===== src/rtl/fetch_pkg.sv =====
// fetch_pkg: shared widths, opcode field, opcode constants and fetch FSM states
package fetch_pkg;
  localparam int ADDR_W  = 8;
  localparam int INSTR_W = 16;
  localparam int OP_W    = 3;
  localparam int OP_MSB  = 15;
  localparam int OP_LSB  = 13;
  localparam logic [OP_W-1:0] OP_RTYPE = 3'b000;
  localparam logic [OP_W-1:0] OP_ADDI  = 3'b001;
  localparam logic [OP_W-1:0] OP_LW    = 3'b010;
  localparam logic [OP_W-1:0] OP_SW    = 3'b011;
  localparam logic [OP_W-1:0] OP_BEQ   = 3'b100;
  localparam logic [OP_W-1:0] OP_J     = 3'b101;
  typedef enum logic [1:0] {S_IDLE, S_RUN, S_REDIRECT} state_t;
  function automatic logic [OP_W-1:0] op_of(input logic [INSTR_W-1:0] instr);
    return instr[OP_MSB:OP_LSB];
  endfunction
endpackage


===== src/rtl/fetch_buffer.sv =====
// fetch_buffer: synchronous FIFO of DEPTH x W words with flush and occupancy count
// Ports: clk, rst_n (async active-low); i_flush clears all entries;
// i_push/i_wdata write the tail; i_pop retires the head; o_rdata is the head
// word straight from storage; o_count is occupancy; o_valid is non-empty.
module fetch_buffer #(
  parameter int DEPTH = 3,
  parameter int W     = 24
) (
  input  logic                       clk,
  input  logic                       rst_n,
  input  logic                       i_flush,
  input  logic                       i_push,
  input  logic [W-1:0]               i_wdata,
  input  logic                       i_pop,
  output logic [W-1:0]               o_rdata,
  output logic [$clog2(DEPTH+1)-1:0] o_count,
  output logic                       o_valid
);
  import fetch_pkg::*;
  localparam int PW = (DEPTH > 1) ? $clog2(DEPTH) : 1;
  localparam int CW = $clog2(DEPTH+1);
  logic [W-1:0]  r_mem [DEPTH];
  logic [PW-1:0] r_rd, r_wr;
  logic [CW-1:0] r_count;
  logic          w_push, w_pop;
  function automatic logic [PW-1:0] inc(input logic [PW-1:0] p);
    return (p == PW'(DEPTH-1)) ? '0 : p + 1'b1;
  endfunction
  assign w_push  = i_push && (r_count != CW'(DEPTH));
  assign w_pop   = i_pop && (r_count != '0);
  assign o_rdata = r_mem[r_rd];
  assign o_count = r_count;
  assign o_valid = r_count != '0;
  always_ff @(posedge clk or negedge rst_n)
    if (!rst_n) begin
      r_rd    <= '0;
      r_wr    <= '0;
      r_count <= '0;
      for (int i = 0; i < DEPTH; i++) r_mem[i] <= '0;
    end else if (i_flush) begin
      r_rd    <= '0;
      r_wr    <= '0;
      r_count <= '0;
    end else begin
      if (w_push) begin
        r_mem[r_wr] <= i_wdata;
        r_wr        <= inc(r_wr);
      end
      if (w_pop) r_rd <= inc(r_rd);
      r_count <= r_count + CW'(w_push) - CW'(w_pop);
    end
endmodule


===== src/rtl/instruction_fetch.sv =====
// instruction_fetch: PC, fetch FSM and credit-based issue into a small instruction buffer
// Ports: clk, rst_n (async active-low); fetch_en permits issue; redirect_valid/
// redirect_pc restart fetch; mem_addr/mem_read_en drive a synchronous-read
// memory returning mem_instr one cycle later; out_* is the buffer head with a
// valid/ready handshake, out_op being the opcode field of out_instr.
module instruction_fetch #(
  parameter int               ADDR_W   = fetch_pkg::ADDR_W,
  parameter int               INSTR_W  = fetch_pkg::INSTR_W,
  parameter int               DEPTH    = 3,
  parameter logic [ADDR_W-1:0] RESET_PC = '0
) (
  input  logic                      clk,
  input  logic                      rst_n,
  input  logic                      fetch_en,
  input  logic                      redirect_valid,
  input  logic [ADDR_W-1:0]         redirect_pc,
  output logic [ADDR_W-1:0]         mem_addr,
  output logic                      mem_read_en,
  input  logic [INSTR_W-1:0]        mem_instr,
  output logic                      out_valid,
  input  logic                      out_ready,
  output logic [INSTR_W-1:0]        out_instr,
  output logic [ADDR_W-1:0]         out_pc,
  output logic [fetch_pkg::OP_W-1:0] out_op
);
  import fetch_pkg::*;
  localparam int CW = $clog2(DEPTH+1);
  state_t                      r_state, w_next;
  logic [ADDR_W-1:0]           r_pc, r_issued_pc;
  logic                        r_inflight, w_issue, w_push, w_pop;
  logic [CW-1:0]               w_count;
  logic [INSTR_W+ADDR_W-1:0]   w_head;
  // Credit uses registered count and inflight only; a same-cycle pop does not free a slot early.
  always_comb begin
    w_next  = redirect_valid ? S_REDIRECT : fetch_en ? S_RUN : S_IDLE;
    w_issue = (r_state == S_RUN) && !redirect_valid && (int'(w_count) + int'(r_inflight) < DEPTH);
  end
  always_ff @(posedge clk or negedge rst_n)
    if (!rst_n) begin
      r_state     <= S_IDLE;
      r_pc        <= RESET_PC;
      r_issued_pc <= '0;
      r_inflight  <= 1'b0;
    end else begin
      r_state    <= w_next;
      r_inflight <= w_issue;
      if (w_issue) r_issued_pc <= r_pc;
      r_pc <= redirect_valid ? redirect_pc : w_issue ? r_pc + 1'b1 : r_pc;
    end
  // The response to the previous cycle's issue is dropped if a redirect lands on its arrival.
  assign w_push      = r_inflight && !redirect_valid;
  assign w_pop       = out_valid && out_ready;
  assign mem_addr    = r_pc;
  assign mem_read_en = w_issue;
  assign out_instr   = w_head[ADDR_W +: INSTR_W];
  assign out_pc      = w_head[ADDR_W-1:0];
  assign out_op      = op_of(out_instr);
  fetch_buffer #(.DEPTH(DEPTH), .W(INSTR_W+ADDR_W)) u_buf (
    .clk     (clk),
    .rst_n   (rst_n),
    .i_flush (redirect_valid),
    .i_push  (w_push),
    .i_wdata ({mem_instr, r_issued_pc}),
    .i_pop   (w_pop),
    .o_rdata (w_head),
    .o_count (w_count),
    .o_valid (out_valid)
  );
endmodule


===== config.mk =====
export PLATFORM = sky130hd
export DESIGN_NAME = instruction_fetch
export DESIGN_NICKNAME = d
export VERILOG_FILES = /design/src/rtl/fetch_pkg.sv /design/src/rtl/fetch_buffer.sv /design/src/rtl/instruction_fetch.sv
export SDC_FILE = /design/constraint.sdc
export NUM_CORES = 1
export LEC_CHECK = 0
export CORE_AREA = 5 5 96 134
export DETAILED_ROUTE_END_ITERATION = 8
export DIE_AREA = 0 0 101 139
export PLACE_DENSITY = 0.74
export SYNTH_ARGS = -nofsm -noshare
export SYNTH_HDL_FRONTEND = slang
export SYNTH_SLANG_ARGS = --single-unit

===== constraint.sdc =====
create_clock -name clk -period 2.2 [get_ports clk]
set_clock_uncertainty 0.1 [all_clocks]
set_input_delay 0.44 -clock clk [delete_from_list [all_inputs] [get_ports clk]]
set_output_delay 0.44 -clock clk [all_outputs]
set_load 0.02 [all_outputs]

Yosys cells after proc, flatten, opt, wreduce, memory -nomap -nowiden
Index checks and enable logic that the tools add are counted.
{ "totals": {"regBits": 97, "inputBits": 29, "output_inout_bits": 37, "elab_cells": 57} }
{ "op_classes": {"addsub": 6, "magnitude_cmp": 4, "n_eq_ne": 4, "mux": 17, "bitwise_logic": 3, "n_reduce_logical": 13} }
{ "op_table": {"columns": ["operator", "n"], "rows": [
  ["72-bit bitwise mux", 1],
  ["24-bit 2-to-1 mux", 3],
  ["24-bit binary-select mux with 2-bit select", 1],
  ["24-bit demux with 2-bit select", 1],
  ["2-bit 2-to-1 mux", 8],
  ["8-bit 2-to-1 mux", 2],
  ["8-bit by 1-bit adder with 8-bit output (second input constant)", 1],
  ["2-bit nonzero test", 4],
  ["1-bit logical AND", 7],
  ["3-bit >= comparator (second input constant)", 2],
  ["2-bit inverter with 3-bit output", 2],
  ["2-bit by 1-bit adder with 2-bit output (second input constant)", 2],
  ["2-bit == test (second input constant)", 2],
  ["2-bit by 1-bit adder with 3-bit output", 1],
  ["3-bit by 1-bit < comparator with 1-bit output (second input constant)", 1],
  ["3-bit by 2-bit < comparator with 1-bit output (second input constant)", 1],
  ["2-bit by 1-bit adder with 2-bit output", 1],
  ["2-bit by 1-bit == test with 1-bit output (second input constant)", 1],
  ["2-bit != test (second input constant)", 1],
  ["2-bit AND reduction", 1],
  ["2-bit by 1-bit subtractor with 2-bit output", 1],
  ["1-bit logical NOT", 1],
  ["1-bit 2-to-1 mux", 1],
  ["1-bit inverter", 1]
]} }

Longest topological paths before layout
Gate-level depths: netlist of run 1.
{ "logic_depth": {"word_depth": 6, "depth_mapped": 8} }

Cells and area by module
A second synthesis of run 1 with hierarchy kept.
{ "unflattened": {"hier_cells": 343, "area_unflattened_um2": 4631.9} }
{ "by_module_without_submodules": {"columns": ["module", "instances", "cells_per_inst", "area_per_inst_um2", "seq_area_each_um2"], "rows": [
  ["fetch_buffer", 1, 264, 3698.5, 1951.9],
  ["instruction_fetch", 1, 79, 933.4, 475.5]
]} }

Worst setup path after synthesis of run 1
Ideal clock, no wire load.
{ "synth_timing": {"path_kind": "register to output", "start": "reg u_buf.r_rd[1]", "end": "out out_op[0] in the netlist's numbering", "t_arrival_ps": 1830, "slack_ps": -170, "path_stages_with_launch": 6, "path_buffers": 3, "cell_sequence": "dfrtp_1 clkbuf_1 buf_2 mux2i_1 o21ai_0 buf_4"} }
{ "synth_via": {"elab_chain_len": 4} }
{ "synth_rtl": {"columns": ["element", "line", "source"], "rows": [
  ["from (decl)", "fetch_buffer.sv:23", "logic [PW-1:0] r_rd, r_wr;"],
  ["from (signal assigned)", "fetch_buffer.sv:49", "if (w_pop) r_rd <= inc(r_rd);"],
  ["2-bit inverter with 3-bit output (not written as such)", "fetch_buffer.sv:31", "assign o_rdata = r_mem[r_rd];"],
  ["24-bit binary-select mux with 2-bit select", "fetch_buffer.sv:31", null],
  ["24-bit 2-to-1 mux (not written as such) (2 in a row)", "fetch_buffer.sv:31", null],
  ["to (decl)", "instruction_fetch.sv:24", "output logic [fetch_pkg::OP_W-1:0] out_op"]
]} }
Every way passes these cells. The select of a mux whose other input is x is not followed.

Worst setup path in the final report of run 1
{ "layout_timing": {"start": "reg u_buf.r_rd[1]", "end": "out out_pc[0]"} }
{ "layout_via": {"elab_chain_len": 4} }
{ "layout_rtl": {"columns": ["element", "line", "source"], "rows": [
  ["2-bit inverter with 3-bit output (not written as such)", "fetch_buffer.sv:31", null],
  ["24-bit binary-select mux with 2-bit select", "fetch_buffer.sv:31", null],
  ["24-bit 2-to-1 mux (not written as such) (2 in a row)", "fetch_buffer.sv:31", null],
  ["to (decl)", "instruction_fetch.sv:23", "output logic [ADDR_W-1:0] out_pc,"]
]} }
Every way passes these cells. The select of a mux whose other input is x is not followed.

==> flow_metrics.tcl, run 1 <==
set metrics [dict create \
    ys_warn_count 0 \
    fp.dieW_um 101 \
    syn_inst 354 \
    clockRootBuffer "clkbuf_16" \
    crit_type "reg -> out" \
    synth_area_leader_cell "dfrtp_1" \
    grt_first_pass_wirelength_um 16400 \
    syn_nets 388 \
    synth_area_leaders "dfrtp_1, mux2_2, mux2i_1" \
    hold_viol_final 0 \
    cts_tree "done" \
    holdWs_ps 393 \
    crit_fanout 7 \
    wire_per_inst_um 16.6 \
    cp_data_required_time_ps 1660 \
    gp_congestion 0.902 \
    ys_ff_latch 97 \
    p_clk_share_pct 30.5 \
    cts_buffer_depth 2 \
    antenna_found_initial 0 \
    finalSetupViolCount 0 \
    clk_pin_slew_worst_paths_ps 70 \
    ys_types 38 \
    syn_area_per_cell_um2 12.7 \
    grt_max_degree 41 \
    final_cell_mix "dfrtp_1, mux2_2, clkdlybuf4s50_1" \
    total_power_uw 5070 \
    drt_iter0_markers 87 \
    drc 0 \
    drive_gt1_share_pct 37.5 \
    drt_first_pass_iters 4 \
    run_status "completed" \
    grt_pass1_vias 3322 \
    powerDensity_nw_per_um2 890 \
    ys_seq_area_share_pct 53.9 \
    rows 47 \
    fin_setup_tns_ps 0 \
    leakagePower_uw 0.00255 \
    antenna_cells 0 \
    syn-cell-area_um2 4500 \
    die_area_um2 14000 \
    numCtsBuffers 9 \
    final_common_cell "dfrtp_1" \
    io-pin-count 66 \
    placed_cell_area_um2 5450 \
    p_comb_share_pct 26.6 \
    ant_nets 0 \
    ir_drop_mv 0.402 \
    p_int_uw 3500 \
    slew_violations 0 \
    nNetsFinal 477 \
    fin_area_um2 5700 \
    cts_sinks 97 \
    max-slew-margin-rel_pct 66.0 \
    power.switching_uw 1570 \
    portBuffers 65 \
    critPathCaptureType "output pin" \
    die_h_um 139 \
    fmax_ghz 0.468 \
    routed_via_density 5.23 \
    swShare_pct 31.0 \
    drv_cap 0 \
    start_kind "flip-flop" \
    core_area_um2 11600 \
    final.period_utilization_pct 97.1 \
    netlist.area_leader.share_pct 53.9 \
    grt_usage_pct 14.8 \
    layout_min_cycle_time_ps 2140 \
    num_vias 3113 \
    dp_hpwl_um 6990 \
    hold_class "reg -> reg" \
    routed_wl_um 9850 \
    seqPwrFrac_pct 42.9 \
    insertion_delay_ps 340 \
    cts_max_level 3 \
    cp.arrival_ps 1600 \
    start_util_pct 38.9 \
    rsz0062_at_grt "no" \
    gr-total-overflow 0 \
    tightest_slew_ps 510 \
    synthToLayoutAreaGrowth_pct 26.6 \
]
[power groups by stage]
stage	registers [uW]	logic [uW]	clock network [uW]
after floorplan	2180	784	0
after global placement	2190	1470	0
after detailed placement	2210	1510	0
after CTS	2180	1430	1590
after global routing	2210	1470	1660
final	2180	1350	1550
[cells in the mapped netlist (all sizes together)]
library cell  instances
a21bo                 2
a21boi                1
a21oi                 3
a22oi                 1
a31oi                 3
and2                  2
and3                  1
buf                  15
clkbuf                7
dfrtp                97
ha                    5
inv                   5
mux2                 80
mux2i                25
nand2                34
nand3                 6
nand4                 3
nand4bb               2
nor2                  9
nor2b                 4
nor3                  1
nor4                  1
nor4b                 2
nor4bb                1
o211ai                2
o21ai                25
o311ai                3
o31ai                 4
or2                   1
or3                   2
or3b                  1
or4                   5
xor2                  1
[sequential cells by signal (all words and copies together), names as in the netlist]
register       cells
mem_addr           8
u_buf.r_mem       72
u_buf.r_rd         2
u_buf.r_wr         2
r_inflight         1
r_issued_pc        8
r_state            2
u_buf.o_count      2
[area by class of cell]
cell class / instances / area (um2)
fillers: 1044 / 5890
flip-flops and latches: 97 / 2430
multi-input cells: 230 / 1950
repair buffers: 100 / 820
clock buffers: 10 / 229
well taps: 147 / 184
clock inverters: 6 / 67.6
inverters: 5 / 18.8
[layer usage]
metal	GRT usage, %	part of all wire [%]	vias up
li1	-	-	1452
met4	6.51	2.1	0
met2	24.6	51	83
met1	18.4	42	1562
met5	0	0	-
met3	2.77	5.6	16
[path summary, 6_finish.rpt]
kind,from,end,slack [ps],cells after the start
setup / recovery,u_buf.r_rd[1],out_pc[0],60,4
hold / removal,u_buf.r_mem[48],u_buf.r_mem[48],390,1
setup reg to reg,u_buf.o_count[1],u_buf.r_mem[43],150,5
hold reg to reg,u_buf.r_mem[48],u_buf.r_mem[48],390,1
max in group asynchronous,rst_n,u_buf.r_rd[1],780,3
min in group asynchronous,rst_n,u_buf.r_mem[35],510,2
[cell families after synthesis]
family	count (synthesis)	synth area share (%)
xor+xnor	1	0.195
fa+ha+maj	5	1.39
flops	97	53.9
mux	105	25.6
compound gates	44	5.89
simple gates	75	9.45
buf+inv	27	3.61
[through the flow]
stage               setup slack [ps]  std cells  utilization, %
CTS                            -34.6        594            49.9
detailed placement              -179        577            47.1
global placement                -168        577            47.1
global route                    1.65        595            49.2
finish                          63.5        595            49.2
floorplan                       31.8        354               -
[critical path, stage by stage (launching register included)]
cell             delay [ps]
dfrtp_2                 450
buf_4                   200
mux2i_1                 130
o21ai_1                 180
clkdlybuf4s15_2         290
[repair_timing]
action                                  CTS  global route
endpoints found under the hold margin    38             0
buffers inserted                          0             1
endpoints found under the setup margin   29            27
gates resized for setup                  93            42
hold buffers                              1             0
pin swaps                                 2             0
No activity file was read; power rests on OpenSTA's default activity.
==> inputs of run 2 (changes only) <==
--- a/config.mk
+++ b/config.mk
@@ -9,6 +9,7 @@
 export DETAILED_ROUTE_END_ITERATION = 8
 export DIE_AREA = 0 0 101 139
 export PLACE_DENSITY = 0.74
+export SLEW_MARGIN = 20
 export SYNTH_ARGS = -nofsm -noshare
 export SYNTH_HDL_FRONTEND = slang
 export SYNTH_SLANG_ARGS = --single-unit
==> results of run 2 <==
The final DEF is identical to that of run 1; final timing and power are the same.
==> inputs of run 3 (changes only) <==
--- a/config.mk
+++ b/config.mk
@@ -5,11 +5,11 @@
 export SDC_FILE = /design/constraint.sdc
 export NUM_CORES = 1
 export LEC_CHECK = 0
-export CORE_AREA = 5 5 96 134
+export CORE_AREA = 5 5 97 136
 export DETAILED_ROUTE_END_ITERATION = 8
-export DIE_AREA = 0 0 101 139
+export DIE_AREA = 0 0 102 141
 export PLACE_DENSITY = 0.74
-export SLEW_MARGIN = 20
 export SYNTH_ARGS = -nofsm -noshare
 export SYNTH_HDL_FRONTEND = slang
+export SYNTH_HIERARCHICAL = 1
 export SYNTH_SLANG_ARGS = --single-unit
==> flow_metrics.tcl, run 3 <==
set metrics [dict create \
    run_status "finished with violations" \
    violations "negative setup slack" \
    dp_hpwl_um 6770 \
    crit_fanout 2 \
    die_h_um 141 \
    ys_async_sr_fraction_pct 100 \
    rows 48 \
    portBuffers 65 \
    power.switching_uw 1160 \
    routed_wl_um 9760 \
    start_kind "flip-flop" \
    synth-edff-count 0 \
    cts_sinks 97 \
    num_vias 2931 \
    fin_area_um2 5940 \
    regArea_um2 2430 \
    layout_min_cycle_time_ps 2230 \
    largest_register_ffs 72 \
    numCtsBuffers 9 \
    cts_max_level 3 \
    ff2ff_setup_slack_ps 110 \
    ys_types 38 \
    grt_usage_pct 14.2 \
    ir_drop_mv 0.362 \
    p_int_uw 3360 \
    p_clk_share_pct 38.4 \
    rsz0062_at_grt "yes" \
    holdWs_ps 398 \
    routed_via_density 5.00 \
    r2r_cells 9 \
    wire_per_inst_um 16.6 \
    ys_seq_area_share_pct 52.4 \
    ys_ff_latch 97 \
    rr_endpoint "u_buf/o_count[0]" \
    antenna_found_initial 0 \
    syn-cell-area_um2 4630 \
    yosysMostFrequentCell "dfrtp_1" \
    placed_cell_area_um2 5660 \
    grt_pass1_vias 3228 \
    cp_data_required_time_ps 1660 \
    start_util_pct 38.8 \
    grt_first_pass_wirelength_um 15800 \
    antenna_cells 0 \
    slew_violations 0 \
    drv_cap 0 \
    gp_congestion 0.831 \
    ys_warn_count 6 \
    powerDensity_nw_per_um2 761 \
    syn_nets 377 \
    r2r-start "u_buf/o_count[0]" \
    fmax_ghz 0.448 \
    synthToLayoutAreaGrowth_pct 28.2 \
    cts_tree "done" \
    max-slew-margin-rel_pct 78.2 \
    ant_nets 0 \
    synth_area_leader_cell "dfrtp_1" \
    tightest_slew_ps 326 \
    hold_class "reg -> reg" \
    largest-register "u_buf/r_mem" \
    worstHoldPathCells 1 \
    finalSetupViolCount 1 \
    seqPwrFrac_pct 45.5 \
    insertion_delay_ps 350 \
    cp.arrival_ps 1690 \
    fp.dieW_um 102 \
    cts_buffer_depth 2 \
    swShare_pct 25.7 \
    hold_path_end "u_buf/r_mem[52]" \
    io-pin-count 66 \
    syn_inst 343 \
    hold_start "u_buf/r_mem[52]" \
    gr-total-overflow 0 \
    drt_iter0_markers 71 \
    fillCellCount 1066 \
    p_comb_share_pct 16.1 \
    leakagePower_uw 0.00289 \
    clk_pin_slew_worst_paths_ps 70 \
    clockRootBuffer "clkbuf_16" \
    final.period_utilization_pct 101 \
    crit_type "reg -> out" \
    grt_max_degree 40 \
    postLayoutCoreUtil_pct 49.7 \
    hold_viol_final 0 \
    core_area_um2 12000 \
    critPathCaptureType "output pin" \
    final_cell_mix "dfrtp_1, mux2_4, mux2_2" \
    drive_gt1_share_pct 38.8 \
    drt_first_pass_iters 5 \
    synth_area_leaders "dfrtp_1, mux2_4, mux2_2" \
    nNetsFinal 465 \
    worst_slack_ps -31.5 \
    die_area_um2 14400 \
    ys.flop_type "dfrtp_1" \
    final_common_cell "dfrtp_1" \
    synthTopCellsByCount "dfrtp_1, mux2_4, mux2_2" \
    multi_input_area_um2 2070 \
    drc 0 \
    syn_area_per_cell_um2 13.5 \
    netlist.area_leader.share_pct 52.4 \
]
run 3: worst max-delay path by stage:
stage / start / to / slack [ps] / cells past startpoint
after floorplan: u_buf/r_rd[1] / out_op[1] / 110 / 6
after global placement: redirect_valid / mem_read_en / -140 / 4
after detailed placement: r_inflight / mem_read_en / -170 / 6
after CTS: r_inflight / mem_read_en / -210 / 6
after global routing: r_inflight / mem_read_en / -100 / 6
final: r_inflight / mem_read_en / -30 / 6
run 3: area by class of cell:
type | instances | share of cell area, %
sequential | 97 | 40.9
inverter | 3 | 0.190
clock buffer | 11 | 4.26
clock inverter | 5 | 1.43
tap | 150 | 3.16
multi-input combinational | 224 | 34.9
timing repair buffer | 96 | 15.2
run 3: per-layer routing:
metal  vias to the layer above  track usage [%]  routed length [um]
met4                         0             5.46                 163
met2                        64             24.5                5050
met3                        14             3.47                 410
met5                         -                0                   0
li1                       1371                -                   -
met1                      1482             16.7                4130
run 3: through the flow:
step	setup TNS [ps]	std cells	setup slack [ps]	total power, uW
floorplan	0	343	105	2480
global placement	-5550	567	-140	2880
CTS	-245	584	-210	4620
detailed placement	-7390	567	-165	2910
global route	-102	586	-102	4730
finish	-31.5	586	-31.5	4520
run 3: cells by family (layout without fill, tap and decap cells):
group	after synthesis	in the layout	synth area share [%]
muxes	105	105	28.0
DFF	97	97	52.4
and+or+nand+nor	67	67	9.05
AOI/OAI and AO/OA	39	39	4.51
buffers and inverters	22	115	3.16
xor gates and xnor gates	8	8	1.51
adders and majority gates	5	5	1.35
run 3: power by group through the flow:
stage                     logic [uW]  clock network (uW)  registers [uW]
final                            727                1730            2060
after global routing             796                1860            2080
after CTS                        783                1780            2060
after detailed placement         824                   0            2090
after global placement           808                   0            2070
after floorplan                  416                   0            2070
run 3: what timing repair did:
action / in CTS / in global routing
hold buffers: 1 / 0
cloned: 0 / 1
endpoints found under the hold margin: 22 / 0
gates resized for setup: 92 / 45
endpoints found under the setup margin: 29 / 26
setup buffers: 0 / 1
pin swaps: 0 / 2
run 3: critical path: stages (launching register included):
cell     delay, ps
dfrtp_1        380
ha_1           200
ha_2           190
nor3b_4        260
nand2_4        100
nor2_8         100
buf_6          120
